==> config.mk <==
export PLATFORM = sky130hd
export DESIGN_NAME = counter_mod_n
export DESIGN_NICKNAME = d
export VERILOG_FILES = /design/src/rtl/counter_mod_n.sv
export SDC_FILE = /design/constraint.sdc
export NUM_CORES = 1
export LEC_CHECK = 0
export BUFFER_PORTS_ARGS = -buffer_cell sky130_fd_sc_hd__buf_2
export CORE_AREA = 10 10 47 49
export DETAILED_ROUTE_END_ITERATION = 6
export DIE_AREA = 0 0 57 59
export MAX_ROUTING_LAYER = met4
export SYNTH_ARGS = -nofsm -noshare
export SYNTH_HDL_FRONTEND = slang
export SYNTH_SLANG_ARGS = --single-unit
==> constraint.sdc <==
create_clock -name clk -period 1.7 [get_ports clk]
set_input_delay 0.085 -clock clk [delete_from_list [all_inputs] [get_ports clk]]
set_output_delay 0.085 -clock clk [all_outputs]
set_load 0.01 [all_outputs]
==> src/rtl/counter_mod_n.sv <==
// ---------------------------------------------------------------------------
// counter_mod_n
//
// Parametrised modulo-MOD up/down counter for digit and stage chains in
// timer and display paths. Stages cascade: the next stage's en is driven by
// this stage's c. With ONE_SHOT=1 the counter stops on its terminal value and
// raises done instead of wrapping.
//
// Parameters
//   counting modulus MOD, 2..2**WIDTH; q cycles through 0..MOD-1
//   WIDTH    width of q and load_val
//   ONE_SHOT 0 = wrap-around counting, 1 = stop at terminal and raise done
//
// Ports
//   clk      rising-edge clock
//   rst      asynchronous active-low reset (0 = reset)
//   en       count enable, also the cascade carry-in
//   d        direction: 0 = up, 1 = down
//   clr      synchronous clear to 0 (highest priority)
//   load     synchronous parallel load (saturates at MOD-1)
//   load_val value to load
//   q        current count (registered)
//   c        terminal-count carry/borrow (combinational)
//   done     one-shot completion flag (registered; tied low when ONE_SHOT=0)
// ---------------------------------------------------------------------------
module counter_mod_n #(
  parameter int unsigned MOD      = 10,
  parameter int unsigned WIDTH    = 4,
  parameter bit          ONE_SHOT = 1'b0
) (
  input  logic             clk,
  input  logic             rst,
  input  logic             en,
  input  logic             d,
  input  logic             clr,
  input  logic             load,
  input  logic [WIDTH-1:0] load_val,
  output logic [WIDTH-1:0] q,
  output logic             c,
  output logic             done
);

  // All arithmetic is carried one bit wider than q so that MOD == 2**WIDTH
  // and out-of-range load values compare correctly.
  localparam logic [WIDTH:0]   MAX_V  = (WIDTH+1)'(MOD - 32'd1);
  localparam logic [WIDTH:0]   ONE_V  = {{WIDTH{1'b0}}, 1'b1};
  localparam logic [WIDTH:0]   ZERO_X = {(WIDTH+1){1'b0}};
  localparam logic [WIDTH-1:0] ZERO_V = {WIDTH{1'b0}};

  logic [WIDTH-1:0] q_r;
  logic             done_r;
  logic [WIDTH-1:0] q_nxt_s;
  logic             done_nxt_s;
  logic [WIDTH:0]   q_ext_s;
  logic [WIDTH:0]   term_s;
  logic [WIDTH:0]   step_s;
  logic             at_term_s;
  logic             count_s;

  // Limit a wide value to the legal range 0..MOD-1. Used both for load
  // saturation and as a guard on every arithmetic next-state value.
  function automatic logic [WIDTH-1:0] clamp_to_mod(input logic [WIDTH:0] v);
    if (v > MAX_V) begin
      return MAX_V[WIDTH-1:0];
    end else begin
      return v[WIDTH-1:0];
    end
  endfunction

  assign q_ext_s   = {1'b0, q_r};
  // Terminal value depends on the current direction, so a direction change
  // is seen on the very next counting edge.
  assign term_s    = d ? ZERO_X : MAX_V;
  assign at_term_s = (q_ext_s == term_s);
  // A counting edge: enabled, not overridden by clr/load, not parked in done.
  assign count_s   = en & ~clr & ~load & ~done_r;
  assign step_s    = d ? (q_ext_s - ONE_V) : (q_ext_s + ONE_V);

  // Carry/borrow is forced low during reset so a downstream stage cannot count.
  assign c    = rst & count_s & at_term_s;
  assign q    = q_r;
  assign done = done_r;

  // Next-state selection: clr > load > count > hold.
  always_comb begin
    q_nxt_s    = q_r;
    done_nxt_s = done_r;
    if (clr) begin
      q_nxt_s    = ZERO_V;
      done_nxt_s = 1'b0;
    end else if (load) begin
      q_nxt_s    = clamp_to_mod({1'b0, load_val});
      done_nxt_s = 1'b0;
    end else if (count_s) begin
      if (at_term_s) begin
        if (ONE_SHOT) begin
          // Park on the terminal value; only clr, load or reset release it.
          q_nxt_s    = q_r;
          done_nxt_s = 1'b1;
        end else begin
          q_nxt_s    = d ? MAX_V[WIDTH-1:0] : ZERO_V;
          done_nxt_s = 1'b0;
        end
      end else begin
        q_nxt_s    = clamp_to_mod(step_s);
        done_nxt_s = done_r;
      end
    end else begin
      q_nxt_s    = q_r;
      done_nxt_s = done_r;
    end
  end

  // State registers with asynchronous active-low reset.
  always_ff @(posedge clk or negedge rst) begin
    if (!rst) begin
      q_r    <= ZERO_V;
      done_r <= 1'b0;
    end else begin
      q_r    <= q_nxt_s;
      done_r <= done_nxt_s;
    end
  end

endmodule

### Word-level counts from Yosys, hierarchy flattened

Cells that the tools add are included.

| operators by class | value |
|---|---|
| add/subtract/negate cells | 2 |
| multipliers | 0 |
| divide/modulo/power cells | 0 |
| order comparisons | 2 |
| eq/ne operators | 1 |
| shift operators | 0 |
| mux-type cells | 13 |
| bitwise operators | 8 |
| reduce and logical (&&, ||, !) cells | 3 |

Operators by type and width:

| kind | number |
|---|---|
| $mux 4 | 8 |
| $reduce_bool 3->1 | 2 |
| $add 4x1->5 const B | 1 |
| $and 1x1->1 | 5 |
| $gt 5x4->1 const B | 1 |
| $mux 5 | 1 |
| $sub 4x1->5 const B | 1 |
| $eq 4x4->1 | 1 |
| $gt 4x4->1 const B | 1 |
| $mux 1 | 4 |
| $not 1->1 | 3 |
| $reduce_and 2->1 | 1 |

| storage, ports and cells | value |
|---|---|
| bits in registers | 5 |
| latch bits | 0 |
| memory bits (writable) | 0 |
| ROM bits | 0 |
| output and inout bits | 6 |
| memories | 0 |

### Depth between registers and ports, before layout

| logic depth | value |
|---|---|
| depth in word-level cells | 8 |
| gate-level depth with buffers | 7 |
| gate-level depth less buffers | 7 |

### Least setup slack after synthesis

OpenSTA, ideal clock, no wires.

| timing | value |
|---|---|
| path type | register to register |
| start | register q_r[0] (netlist: q[0]) |
| end | register q_r[3] (netlist: q[3]) |
| arrival | 1754 ps |
| required time | 1579 ps |
| setup slack | -175 ps |
| stages on the path, launching flop included | 8 |
| path buffers | 0 |
| cells stage by stage | dfrtp_1 -> inv_1 -> fa_1 -> nand2b_1 -> a21oi_1 -> xnor2_1 -> nand3_1 -> a22o_2 |

| on the way | value |
|---|---|
| cells in the longest elaborated chain, start to end | 8 |
| elaborated cells on any way between the ends | 10 |
| classes of those cells | add/sub (2); order compare (1); eq/ne (1); mux (6) |

Ends and longest elaborated chain:

| element | RTL line | text |
|---|---|---|
| start: declaration | 50 | `logic [WIDTH-1:0] q_r;` |
| start signal: assignment | 120 | `q_r <= q_nxt_s;` |
| $add 4x1->5 / $sub 4x1->5 (equally long branches) | 77 | `assign step_s = d ? (q_ext_s - ONE_V) : (q_ext_s + ONE_V);` |
| $mux 5 | 77 |  |
| $gt 5x4->1 | 63 | `if (v > MAX_V) begin` |
| $mux 4 | 63 |  |
| $mux 4 * | 95 | `if (at_term_s) begin` |
| $mux 4 * | 94 | `end else if (count_s) begin` |
| $mux 4 * | 91 | `end else if (load) begin` |
| $mux 4 * | 88 | `if (clr) begin` |

Mark *: on every way between the ends. The rest lies on a longest branch, timed or not. The select of a mux whose other input is x is not followed.
A chain may end at the register's enable or synchronous reset.

### Worst setup path in the final report

| timing | value |
|---|---|
| start | register q_r[1] (netlist: q[1]) |
| end | register q_r[3] (netlist: q[3]) |

The elaborated chain is that of the path after synthesis.

==> results_dict.tcl <==
set metrics [dict create \
    result_of_the_run "finished, violations left" \
    violations "negative setup slack" \
    internal_power_mw 0.358 \
    synth_ff_type "dfrtp_1" \
    synth_area_leaders "dfrtp_1 (20%), ha_1 (10%), a21oi_1 (8.2%)" \
    drt_pass1_iterations 2 \
    synth.distinct_cells 31 \
    crit_path_start "q[1]" \
    synth-edff-count 0 \
    post-dp-hpwl_um 1130 \
    synth_area_leader_cell "dfrtp_1" \
    gr-total-overflow 0 \
    crit_path_end_kind "flop" \
    grt_first_pass_wirelength_um 2390 \
    setup_slack_ps -0.696 \
    antenna_violations_before_repair 0 \
    fp.dieArea_sq_mm 0.00336 \
    avgSynthCellArea_sq_um 8.04 \
    vias 509 \
    clock.fmax_mhz 588 \
    cts.root.buffer_cell "clkbuf_4" \
    final-setup-viol-count 1 \
    regToRegSetupSlack_ps -0.7 \
    drt_first_iter_violations 9 \
    synth_cell_count_leaders "a21oi_1 (8), nor2_1 (6), inv_1 (5)" \
    finalWorstPathRequiredPeriod_ps 1700 \
    finalMaxSlewViolations 0 \
    clock_tree.buffer_depth 2 \
    path_clk_slew_ps 40 \
    floorplan.initialDensity_pct 35.0 \
    cp.required_ps 1820 \
    core_sq_mm 0.00140 \
    placed_cells 99 \
    placement.io_buffers 14 \
    synthCells 61 \
    flip_flop_and_latch_count_after_synthesis 4 \
    power-per-cell-area_mw_per_mm2 754 \
    cts_tree "built" \
    globalplace.congestion 0.769 \
    max-vdd-ir-drop_mv 0.470 \
    nNetsFinal 105 \
    route.detailed.vias_per_inst 4.89 \
    synth.cell_area_sq_um 490 \
    synth.most_common_cell "a21oi_1" \
    boundaryPins 16 \
    sequentialPowerShare_pct 20.8 \
    clock_power_share_pct 20.6 \
    largest_register_ff_count 4 \
    type_of_the_most_critical_hold_path "in -> reg" \
    fillCellCount 143 \
    cap_violations 0 \
    ys.warnings.count 0 \
    ant_diodes 0 \
    cts.sink_count 4 \
    p_sw_mw 0.221 \
    critical_path.max_fanout 4 \
    multi_input_area_sq_um 440 \
    drcViolationCount 0 \
    worst-setup-path-type "reg -> reg" \
    timing.final.hold_violations 0 \
    die_h_um 59 \
    synth.top_cell.area_share_pct 20.4 \
    first_global_vias 555 \
    maximum_number_of_pins_on_one_net_before_global_route_repair 9 \
    crit-reg2reg-capture "q[3]" \
    routed_wire_length_per_instance_um 14.1 \
    synthesis.nets 76 \
    critPathLaunchType "flop" \
    rows 14 \
    logic_gate_share_of_total_power_pct 58.7 \
    route.final.wire_length_um 1470 \
    numCtsBuffers 3 \
    worstRegToRegCells 6 \
    detail-route-antenna-nets 0 \
    proportion_of_layout_cells_with_a_drive_suffix_above_1_pct 54.5 \
    asyncSetResetFlopFracSynth_pct 100 \
    worst_setup_skew_after_layout_ps 6.82 \
    total_leakage_power_nw 0.365 \
    fp.dieW_um 57 \
    synth-seq-area-share_pct 20.4 \
    post-route-period-util_pct 100 \
    areaGrowthSynthToFinish_pct 56.4 \
    ff_latch_area_sq_um 103 \
    worst_ep_arrival_time_ps 1820 \
    timing.critical_path.to "q[3]" \
    grt.total_usage_pct 8.82 \
    power.share.switching_pct 38.2 \
    grt_setup_unrepaired "true" \
    totalPowerFinal_mw 0.579 \
    final_cell_count_no_fill 104 \
    cts_htree_levels 1 \
    clk_latency_ps 240 \
    r2r-start "q[1]" \
]
placed cells by master, fill, tap and decap left out, types with 3 or more instances in the layout:
| cell type | instances |
|---|---|
| buf_2 | 14 |
| nand3_1 | 3 |
| nand2_1 | 3 |
| a21oi_2 | 3 |
| buf_4 | 11 |
| inv_1 | 3 |
| nor2_1 | 5 |
| a21oi_1 | 5 |
| clkbuf_4 | 3 |
routing by layer:
layer  vias to the layer above  wire length [um]  global-route usage [%]
met5                         -                 0                       -
met3                         2                24                    1.50
li1                        267                 -                       -
met4                         0                17                    4.70
met1                       230               644                    9.68
met2                        10               782                    14.9
how the worst min path moves through the flow:
stage / from / endpoint / slack (ps) / cells past startpoint
after floorplan: rst / q[0] / -210 / 0
after global placement: rst / q[2] / -100 / 1
after detailed placement: rst / q[3] / -90 / 1
after CTS: load_val[1] / q[1] / 170 / 3
after global routing: rst / q[3] / 200 / 2
final: load_val[1] / q[1] / 180 / 3
worst max-delay path: stages, from the launching register on:
cell,delay (ps)
dfrtp_2,430
ha_4,220
a21o_1,160
a21oi_2,170
xor2_2,260
nand3_1,110
a22o_2,230
power groups by stage:
stage / registers (mW) / logic (mW) / clock network, mW
floorplan: 0.129 / 0.149 / 0
global placement: 0.117 / 0.280 / 0
detailed placement: 0.119 / 0.279 / 0
CTS: 0.119 / 0.306 / 0.125
global route: 0.121 / 0.372 / 0.130
finish: 0.120 / 0.339 / 0.119
repair_timing:
action | in CTS | in global routing
hold buffers | 1 | 0
hold endpoints to repair | 4 | 0
endpoints found under the setup margin | 4 | 5
buffers inserted | 1 | 0
resized for setup | 5 | 7
pin swaps | 5 | 9
final cells by class:
type | instances | area share (%)
well taps | 16 | 2.61
clock buffers | 3 | 2.94
repair buffers | 26 | 21.2
flip-flops and latches | 4 | 13.4
multi-input cells | 50 | 57.4
inverters | 5 | 2.45
kinds of logic after synthesis:
kind of cell | count (synthesis) | synth area share [%]
AO/OA/AOI/OAI | 18 | 23.5
XOR/XNOR | 4 | 7.14
adder cells (fa/ha/maj) | 5 | 14.3
buffers and inverters | 7 | 7.65
flip-flops | 4 | 20.4
multiplexers | 1 | 2.04
other | 1 | 0.765
AND/OR/NAND/NOR | 21 | 24.2
per-stage QoR:
stage	util [%]	hold WS (ps)	setup TNS [ps]	cell area (sq um)	setup slack, ps
CTS	52.0	170	-11.0	728	-9.70
floorplan	-	-211	0	507	4.34
detailed placement	46.6	-92.7	-165	653	-63.8
global route	54.7	196	-197	767	-81.3
global placement	46.6	-95.2	-142	653	-80.7
finish	54.7	176	-0.696	767	-0.696
No activity file was read; power rests on OpenSTA's default activity.
